File: src/rtl/seven_segment_capture.sv
// seven_segment_capture: rebuilds a hex word by watching a multiplexed, active-low 7-segment display bus.
// Each digit must hold steady for STABLE synchronized samples before it is accepted into the word.
module seven_segment_capture #(
  parameter int WIDTH  = 8,
  parameter int STABLE = 1
) (
  input  logic             clk,
  input  logic             reset,
  input  logic [6:0]       seg,
  input  logic [7:0]       anode_activate,
  output logic [WIDTH-1:0] word,
  output logic             word_valid,
  output logic             decode_err
);
  localparam int DIGITS = WIDTH / 4;
  typedef enum logic [1:0] {IDLE, SETTLE, HOLD} state_t;
  state_t            state, state_next;
  logic [6:0]        seg_m, seg_s, seg_p;
  logic [7:0]        an_m, an_s, an_p, low;
  logic [7:0]        cnt, cnt_next;
  logic [2:0]        idx;
  logic [3:0]        nib;
  logic              legal, one_low, sel, changed, fresh, accept, good, bad, done;
  logic [DIGITS-1:0] mask, mask_bit, mask_all;
  logic [WIDTH-1:0]  shadow, shadow_new;

  // Synchronizers idle at all-ones so a reset looks like a blank display.
  always_ff @(posedge clk or negedge reset)
    if (!reset) begin
      seg_m <= '1;
      seg_s <= '1;
      seg_p <= '1;
      an_m  <= '1;
      an_s  <= '1;
      an_p  <= '1;
    end else begin
      seg_m <= seg;
      seg_s <= seg_m;
      seg_p <= seg_s;
      an_m  <= anode_activate;
      an_s  <= an_m;
      an_p  <= an_s;
    end

  always_comb begin
    legal = 1'b1;
    nib   = 4'h0;
    case (seg_s)
      7'b0000001: nib = 4'h0;
      7'b1001111: nib = 4'h1;
      7'b0010010: nib = 4'h2;
      7'b0000110: nib = 4'h3;
      7'b1001100: nib = 4'h4;
      7'b0100100: nib = 4'h5;
      7'b0100000: nib = 4'h6;
      7'b0001111: nib = 4'h7;
      7'b0000000: nib = 4'h8;
      7'b0000100: nib = 4'h9;
      7'b0001000: nib = 4'ha;
      7'b1100000: nib = 4'hb;
      7'b0110001: nib = 4'hc;
      7'b1000010: nib = 4'hd;
      7'b0110000: nib = 4'he;
      7'b0111000: nib = 4'hf;
      default:    legal = 1'b0;
    endcase
  end

  assign low = ~an_s;
  always_comb begin
    idx = '0;
    for (int i = 0; i < 8; i++) if (low[i]) idx = 3'(i);
  end
  assign one_low  = (low != 8'd0) && ((low & (low - 8'd1)) == 8'd0);
  assign sel      = one_low && (32'(idx) < 32'(DIGITS));
  assign changed  = {an_s, seg_s} != {an_p, seg_p};

  always_ff @(posedge clk or negedge reset)
    if (!reset) state <= IDLE;
    else        state <= state_next;

  always_comb
    state_next = !sel                        ? IDLE :
                 accept                      ? HOLD :
                 (state == HOLD && !changed) ? HOLD : SETTLE;

  // HOLD with an unchanged sample is the only case that must not re-accept.
  always_comb begin
    cnt_next = state == IDLE   ? (sel ? 8'd1 : 8'd0) :
               !sel            ? 8'd0 :
               changed         ? 8'd1 :
               state == SETTLE ? cnt + 8'd1 : cnt;
    fresh    = state != HOLD || changed;
    accept   = sel && fresh && cnt_next == 8'(STABLE);
    good     = accept && legal;
    bad      = accept && !legal;
  end

  assign mask_bit   = DIGITS'(1) << idx;
  assign mask_all   = mask | mask_bit;
  assign done       = good && (&mask_all);
  assign shadow_new = (shadow & ~(WIDTH'(4'hf) << {idx, 2'b00})) | (WIDTH'(nib) << {idx, 2'b00});

  always_ff @(posedge clk or negedge reset)
    if (!reset) begin
      cnt        <= '0;
      mask       <= '0;
      shadow     <= '0;
      word       <= '0;
      word_valid <= 1'b0;
      decode_err <= 1'b0;
    end else begin
      cnt        <= cnt_next;
      word_valid <= done;
      decode_err <= bad;
      if (good) begin
        shadow <= shadow_new;
        mask   <= done ? '0 : mask_all;
      end
      if (done) word <= shadow_new;
    end
endmodule
File: config.mk
export PLATFORM = sky130hd
export DESIGN_NAME = seven_segment_capture
export DESIGN_NICKNAME = d
export VERILOG_FILES = /design/src/rtl/seven_segment_capture.sv
export SDC_FILE = /design/constraint.sdc
export NUM_CORES = 1
export LEC_CHECK = 0
export ABC_AREA = 1
export CORE_MARGIN = 10
export CORE_UTILIZATION = 41
export CTS_CLUSTER_DIAMETER = 120
export DETAILED_ROUTE_END_ITERATION = 6
export PLACE_DENSITY_LB_ADDON = 0.12
export SLEW_MARGIN = 20
export SYNTH_ARGS = -nofsm -noshare
export SYNTH_HDL_FRONTEND = slang
export SYNTH_SLANG_ARGS = --single-unit
File: constraint.sdc
create_clock -name clk -period 5.93 [get_ports clk]
set_clock_uncertainty 0.15 [all_clocks]
set_input_delay 0.593 -clock clk [delete_from_list [all_inputs] [get_ports clk]]
set_output_delay 0.593 -clock clk [all_outputs]
set_load 0.05 [all_outputs]
### After elaboration in Yosys (flattened, before gate mapping)

Index checks and enable logic that the tools add are counted.

| word-level totals | value |
|---|---|
| register bits after elaboration | 75 |
| bits of input ports | 17 |
| output and inout bits | 10 |

| cells by class | value |
|---|---|
| add/sub/neg operators | 2 |
| $lt $le $gt $ge | 1 |
| eq/ne operators | 20 |
| shift operators | 3 |
| muxes and demuxes | 18 |
| bitwise logic cells | 6 |
| reductions and logical operators | 17 |

Operators with widths:

| cell | number |
|---|---|
| $pmux 4 s15 | 1 |
| $eq 7x6->1 const B | 5 |
| $mux 8 | 4 |
| $eq 7x7->1 const B | 4 |
| $mux 3 | 6 |
| $and 8x8->8 | 2 |
| $not 8->8 | 2 |
| $reduce_or 16->1 | 1 |
| $ne 15x15->1 | 1 |
| $eq 7x3->1 const B | 2 |
| $eq 7x4->1 const B | 2 |
| $add 8x1->8 const B | 1 |
| $eq 8x1->1 const B | 1 |
| $logic_and 1x1->1 | 8 |
| $logic_not 8->1 | 1 |
| $mux 2 | 4 |
| $or 8x8->8 | 1 |
| $reduce_bool 8->1 | 1 |
| $shl 4x5->8 | 1 |
| $shl 4x5->8 const A | 1 |
| $sub 8x1->8 const B | 1 |
| $eq 7x1->1 const B | 1 |
| $eq 7x5->1 const B | 1 |
| $logic_not 7->1 | 1 |
| other kinds (11) | 14 |

### Longest topological paths before layout

Gate-level depths: netlist of the first run.

| depth | value |
|---|---|
| depth in word-level cells | 17 |
| gate-level depth with buffers | 14 |
| gate-level depth less buffers | 14 |

### Worst setup path before layout of the first run

No wires, ideal clock.

| timing | value |
|---|---|
| kind | reg2reg |
| from | reg an_s[7] |
| to | reg state[1] |
| data arrival time | 1.746 ns |
| data required time | 5.657 ns |
| slack | 3.911 ns |
| cell stages (with the launch flop) | 13 |
| path buffers | 1 |
| clock period less this slack | 2.019 ns |
| cells stage by stage | dfstp_2 nand2_1 nor2_1 nand4_1 inv_1 nand2_1 nor2_4 o211ai_1 nand2_1 nor2_4 buf_6 nor2_1 nor2_1 |

| between the ends | value |
|---|---|
| longest elaborated chain between the ends | 12 |

Ends and longest elaborated chain:

| what | line | text |
|---|---|---|
| start: declaration | 19 | `logic [7:0] an_m, an_s, an_p, low;` |
| start signal: assignment | 41 | `an_s <= an_m;` |
| $not 8->8 | 69 | `assign low = ~an_s;` |
| $sub 8x1->8 | 74 | `assign one_low = (low != 8'd0) && ((low & (low - 8'd1)) == 8'd0);` |
| $and 8x8->8 | 74 |  |
| $logic_not 8->1 | 74 |  |
| $logic_and 1x1->1 | 74 |  |
| $logic_and 1x1->1 | 75 | `assign sel = one_low && (32'(idx) < 32'(DIGITS));` |
| $mux 8 / $mux 1 (equally long branches) | 90, 89 |  |
| $mux 8 | 89 | `cnt_next = state == IDLE ? (sel ? 8'd1 : 8'd0) :` |
| $eq 8x1->1 | 94 | `accept = sel && fresh && cnt_next == 8'(STABLE);` |
| $logic_and 1x1->1 | 94 |  |
| $mux 2 | 84 | `accept ? HOLD :` |
| $mux 2 (*) | 83 | `state_next = !sel ? IDLE :` |
| named net state_next[1] | 17 | `state_t state, state_next;` |
| end signal: assignment | 80 | `else state <= state_next;` |
| end: declaration | 17 |  |

Mark *: on every way through the listed nets, which the timed path passes. The rest lies on a longest branch.
A chain may end at the register's enable or synchronous reset.

### Worst setup path in the final report of the first run

| timing | value |
|---|---|
| from | reg seg_s[6] |
| to | reg word[6] |

| between the ends | value |
|---|---|
| longest elaborated chain between the ends | 8 |

Ends and longest elaborated chain:

| what | line | text |
|---|---|---|
| start: declaration | 18 | `logic [6:0] seg_m, seg_s, seg_p;` |
| start signal: assignment | 38 | `seg_s <= seg_m;` |
| $ne 15x15->1 | 76 | `assign changed = {an_s, seg_s} != {an_p, seg_p};` |
| $mux 8 | 91 | `changed ? 8'd1 :` |
| $mux 8 | 90 | `!sel ? 8'd0 :` |
| $mux 8 | 89 |  |
| $eq 8x1->1 | 94 |  |
| $logic_and 1x1->1 | 94 |  |
| $logic_and 1x1->1 | 95 | `good = accept && legal;` |
| $logic_and 1x1->1 | 101 | `assign done = good && (&mask_all);` |
| end signal: assignment | 120 | `if (done) word <= shadow_new;` |
| end: declaration | 11 | `output logic [WIDTH-1:0] word,` |

Several ways; a longest one is shown, not always the timed one.

==> impl_results.md, run 1 <==
* Syn_nets at 468
* Vias per Instance at 4.73
* Netlist cell types at 31
* Post-DP HPWL at 4.99 mm
* # resized after CTS at 0
* CTS root buffer: clkbuf_8
* Final Non-Filler Cells at 596
* Drt first-iter violations at 147
* Crit start category: register
* Hold-fix buffers at CTS at 0
* Maximum vdd drop at between 0.1 and 0.15 mV
* Final Instance Area at 0.00424 mm²
* GRT Total Usage at 11.1%
* Post-synth EDFFs at 0
* F_max at 350 MHz
* Status: finished clean
* Placed standard-cell area at 0.00399 mm²
* Clock Latency Late Sink at 0.34 ns
* Final Hold Viols at 0
* Via count at around 2800
* Starting Density at 41.9%
* Rel. slew slack at 40.3%
* NumNets Final at 501
* Initial antenna violation count at 0
* # placed instances at 580
* Final ANT Viol Nets at 0
* Avg WL per Cell at 11.4 µm
* Placement-stage worst setup slack at 3.13 ns
* Max cap viols at 0
* DR pass1 iterations at 4
* CP Data Required Time at between 6 and 7 ns
* Slew Limit Fails at 0
* GR Overflow Total at 0
* Register area share after synthesis at 53.2%
* Post-Syn Instances at 450
* Area of the multi-input gates at between 0.001 and 0.0015 mm²
* H-tree levels at 3
* Tcrit/Tclk final at 48.2%
* # setup viols final at 0
* YS warnings at 0
* Layout area overhead at 16.7%
* Register area at 0.00193 mm²
* WP data arrival at a little under 3 ns
* WS Path Type: reg -> reg
* Ys flop type: dfstp_2
* Hold WC Path Type: reg -> reg
* Fillcell total at 842
* Routability cong. at approximately 0.91
* Diodes inserted at 0
* Buffer depth of the longest clock path at 2
* Die Wd at 114 µm
* Post-CTS Setup Bufs at 0
* Power Dens Cells at 254 mW/mm²
* Routed Wire Length at 6.78 mm
* I/O Pins at 27
* Vias in the first global route at 2741
* # DRC at 0
* Global-route wire length before repair at ~12 mm
* DIE AREA at between 0.01 and 0.015 mm²
* Largest net degree at the start of global routing at between 70 and 80
* Ys async rst share at 100%
* Sink Count at 75
* Clock buffer count from CTS at 9
* Worst Tran Pin Value at 0.895 ns
* Final critical-path required period at 2.86 ns
* CP max FO at 21
* CP Capture Type: register
* Synthesized area at 0.00363 mm²
* Layout cells sized above 1 at slightly below 20%
* Setup WS post-layout at 3.07 ns
* Setup total negative slack at 0 ns
* FP Rows at 34
* Die H at around 110 µm
* Leak at 0.00206 µW
* TritonCTS clock tree: built
* Core area at ~0.0087 mm²
* Flops & latches, synth at 75
* Clk slew on worst S/H paths at roughly 0.070 ns
* Setup repair after global routing missed its margin: no
* IO buf count at 26
* Post-Syn Area per Cell at 8.07 µm²
## logic make-up (layout without fill, tap and decap cells)
logic type	after synthesis	in the layout	synth area share, %
flops	75	75	53.2
buf+inv	74	112	8.09
compound gates	25	25	3.86
simple gates	269	269	33.0
fa+ha+maj	1	1	0.344
xor+xnor	6	6	1.45
## per-layer routing
layer	track usage, %	vias to the layer above	share of wire (%)
li1	-	1485	-
met1	14.6	1277	49
met2	16.8	50	44
met3	2.83	10	4.6
met4	5.10	0	1.7
met5	0	-	0
## final cells by class
| type | instances | share of cell area (%) |
|---|---|---|
| multi-input combinational | 301 | 33.2 |
| sequential | 75 | 45.6 |
| timing repair buffer | 26 | 6.08 |
| inverter | 70 | 6.20 |
| tap | 108 | 3.19 |
| clock inverter | 6 | 2.24 |
| clock buffer | 10 | 3.51 |
## cells in the final DEF, fill, tap and decap left out, types with 6 or more instances in the layout
cell type	instances
nand2_1	149
nand3_1	30
dfstp_2	45
o21ai_0	11
nor3_1	6
nand4_1	20
inv_1	54
clkbuf_8	9
nor2_1	41
dfrtp_1	30
clkdlybuf4s50_1	25
inv_2	14
## final timing paths
check	start	to	slack, ns	cells past startpoint
worst min register to register	seg_m[6]$_DFF_PN1_	seg_s[6]$_DFF_PN1_	0.21	0
worst max-delay path	seg_s[6]$_DFF_PN1_	word[6]$_DFFE_PN0P_	3.07	9
worst max register to register	seg_s[6]$_DFF_PN1_	word[6]$_DFFE_PN0P_	3.07	9
max in group asynchronous	reset	shadow[0]$_DFFE_PN0P_	4.84	1
min in group asynchronous	reset	cnt[4]$_DFF_PN0_	0.22	1
worst min-delay path	seg_m[6]$_DFF_PN1_	seg_s[6]$_DFF_PN1_	0.21	0
## power breakdown
group	switching (µW)	internal (µW)
combinational	38.2	23.4
sequential	13.4	540
clock	194	266
## synthesized netlist by cell type, types with 5 or more instances
cell type / n / area share, %
dfrtp_1: 30 / 21
dfstp_2: 45 / 33
inv_1: 54 / 5.6
inv_2: 14 / 1.4
nand2_1: 149 / 15
nand2_2: 5 / 0.86
nand3_1: 30 / 4.1
nand4_1: 20 / 3.4
nor2_1: 41 / 4.2
nor2_2: 5 / 0.86
nor3_1: 6 / 0.83
o21ai_0: 11 / 1.5
## state kept, by name, summed over array words and instances, names as in the netlist
name and cells:
mask 2, an_p 8, seg_s 7, seg_m 7, state 2, an_m 8, seg_p 7, cnt 8
an_s 8, word_valid 1, word 8, decode_err 1, shadow 8
## critical path, cell delays in order (launching register included)
cell	delay, ns
dfstp_2	0.60
inv_2	0.07
nand3_1	0.12
nor3_1	0.09
or2_1	0.24
nor4_1	0.18
nand3_1	0.60
nand4_1	0.57
nand2_1	0.10
nand2_1	0.07
## stage by stage
step	hold WS [ns]	power [µW]	utilization (%)
detailed placement	0.197	625	46.0
global placement	0.196	623	46.0
global route	0.210	1130	48.8
finish	0.207	1080	48.8
CTS	0.208	1090	48.8
floorplan	0.147	594	-
(Power assumes the default switching activity.)
==> run 2, diff against run 1 <==
- clock period: 5.93 -> 2.6 ns (I/O delays scaled with it)
==> run 2 against run 1 <==
Net effect: cell count increased by 1.5%; highest routed layer unchanged; largest power group unchanged; global-route usage about the same; fmax increased by 22%; largest cell class unchanged; hold slack got worse by 0.035 ns; critical endpoint is now mask[1]$_DFFE_PN0P_; flip-flop and latch count unchanged; count of clock-buffer cells in the layout increased by 4; clock power increased by 120%.
==> impl_results.md, run 2 (same netlist as run 1, synthesis figures left out) <==
* Status: finished clean
* Largest net degree at the start of global routing at 76
* FP Rows at 34
* CTS root buffer: clkbuf_8
* Slew Limit Fails at 0
* Final Hold Viols at 0
* Buffer depth of the longest clock path at 2
* Core area at between 0.008 and 0.009 mm²
* Most frequent cells in the layout: nand2_1 (148), inv_1 (54), dfstp_2 (45)
* Maximum vdd drop at 0.317 mV
* Clock Latency Late Sink at approximately 0.34 ns
* I/O Pins at 27
* Switching Share at 22.1%
* Setup crit start: an_s[7]$_DFF_PN1_
* Final core occ at 49.7%
* GR Overflow Total at 0
* Worst hold path startpoint: anode_activate[3]
* Die H at 114 µm
* Post-DP HPWL at 4.94 mm
* Routability cong. at 0.883
* Hold WC Path Type: in -> reg
* Sink Count at 75
* Clk slew on worst S/H paths at 0.08 ns
* Internal power at 1880 µW
* Most common cell after layout, fill and taps aside: nand2_1
* Setup repair after global routing missed its margin: no
* GRT Total Usage at 11.1%
* Drt first-iter violations at 155
* WP data arrival at 2.46 ns
* CP Capture Type: register
* Reg2reg setup slack at approximately 0.27 ns
* WS Path Type: reg -> reg
* Max cap viols at 0
* Sw power at 533 µW
* Routed Wire Length at 6.90 mm
* NumNets Final at 510
* Combinational power share at 6.0%
* Layout area overhead at 18.7%
* Layout cells sized above 1 at between 20% and 30%
* Clock buffer count from CTS at 9
* Fillcell total at 851
* Vias per Instance at 4.81
* F_max at 429 MHz
* H-tree levels at 3
* Via count at 2908
* Setup total negative slack at 0 ns
* DIE AREA at approximately 0.013 mm²
* Crit start category: register
* R2R Path Start: an_s[7]$_DFF_PN1_
* Sequential power share at 52.3%
* Avg WL per Cell at 11.4 µm
* # DRC at 0
* Initial antenna violation count at 0
* Worst Tran Pin Value at 0.905 ns
* Power Dens Cells at 559 mW/mm²
* Leak at 0.00210 µW
* CP max FO at 10
* Vias in the first global route at 2795
* IO buf count at 26
* Diodes inserted at 0
* Clock network fraction of total power at 41.7%
* Global-route wire length before repair at about 12 mm
* Rel. slew slack at 39.7%
* Tcrit/Tclk final at 89.7%
* TritonCTS clock tree: built
* Die Wd at 114 µm
* Final critical-path required period at between 2 and 2.5 ns
* Setup WS post-layout at 0.267 ns
* Starting Density at 41.9%
* Placement-stage worst setup slack at 0.106 ns
* CP Data Required Time at 2.73 ns
* DR pass1 iterations at 4
* # setup viols final at 0
* Final ANT Viol Nets at 0
## run 2: changes by cell type in the layout (fill, tap and decap cells not counted), sizes merged
cell and delta:
dlygate4sd3 +1, bufinv -1, clkinv -3, nor2 +1, buf +7, clkbuf +4
## run 2: final cells by class
class                           count  area [µm²]  area share (%)
Clock inverter                      2        36.3           0.842
Inverter                           70         263            6.09
Clock buffer                       14         195            4.53
Multi-Input combinational cell    302        1420            32.8
Timing Repair Buffer               34         333            7.72
Tap cell                          108         135            3.13
Sequential cell                    75        1930            44.8
## run 2: power groups by stage
stage | sequential (µW) | clock [µW] | combinational, µW
2_1_floorplan | 1270 | 0 | 81.3
3_3_place_gp | 1280 | 0 | 144
3_5_place_dp | 1280 | 0 | 147
4_1_cts | 1260 | 1040 | 148
5_1_grt | 1270 | 1090 | 170
6_report | 1260 | 1010 | 145
## run 2: final timing paths
kind / cells past startpoint / endpoint
worst max-delay path: 12 / mask[1]$_DFFE_PN0P_
worst min-delay path: 1 / an_m[3]$_DFF_PN1_
worst max register to register: 12 / mask[1]$_DFFE_PN0P_
worst min register to register: 0 / seg_s[6]$_DFF_PN1_
max in group asynchronous: 2 / word_valid$_DFF_PN0_
min in group asynchronous: 2 / cnt[3]$_DFF_PN0_
## run 2: critical path, stage by stage, from the launching register on
cell	delay [ns]
dfstp_2	0.56
nand2_1	0.09
nor2_1	0.14
nand4_1	0.18
inv_1	0.09
nand2_1	0.15
nor2_4	0.19
nand4_1	0.16
nand3_2	0.16
nor2_4	0.07
nand2_2	0.17
nand2_1	0.08
nand2_1	0.07
## run 2: routing by layer
metal	vias to the layer above	share of wire, %	track usage (%)
met5	-	0	0
met4	0	1.3	4.34
met3	10	5.5	2.78
met2	74	44	17.0
met1	1331	49	14.7
li1	1493	-	-
## run 2: per-stage QoR
step                instance area (µm²)  cells  hold slack, ns  total power, µW
floorplan                          3630    450          -0.186             1360
global placement                   4020    582           0.196             1420
detailed placement                 4020    582           0.197             1430
CTS                                4260    599           0.154             2450
global route                       4310    605           0.155             2530
finish                             4310    605           0.172             2410
## run 2: timing repair
action / in CTS / in global routing
endpoints found under the hold margin: 30 / 0
setup endpoints to repair: 0 / 19
gates resized for setup: 0 / 2
hold buffers: 1 / 0
setup buffers: 0 / 5
==> run 3, diff against run 2 <==
- CAP_MARGIN: not set -> 20
==> results of run 3 <==
No change in the layout: final DEF, timing and power equal those of run 2.
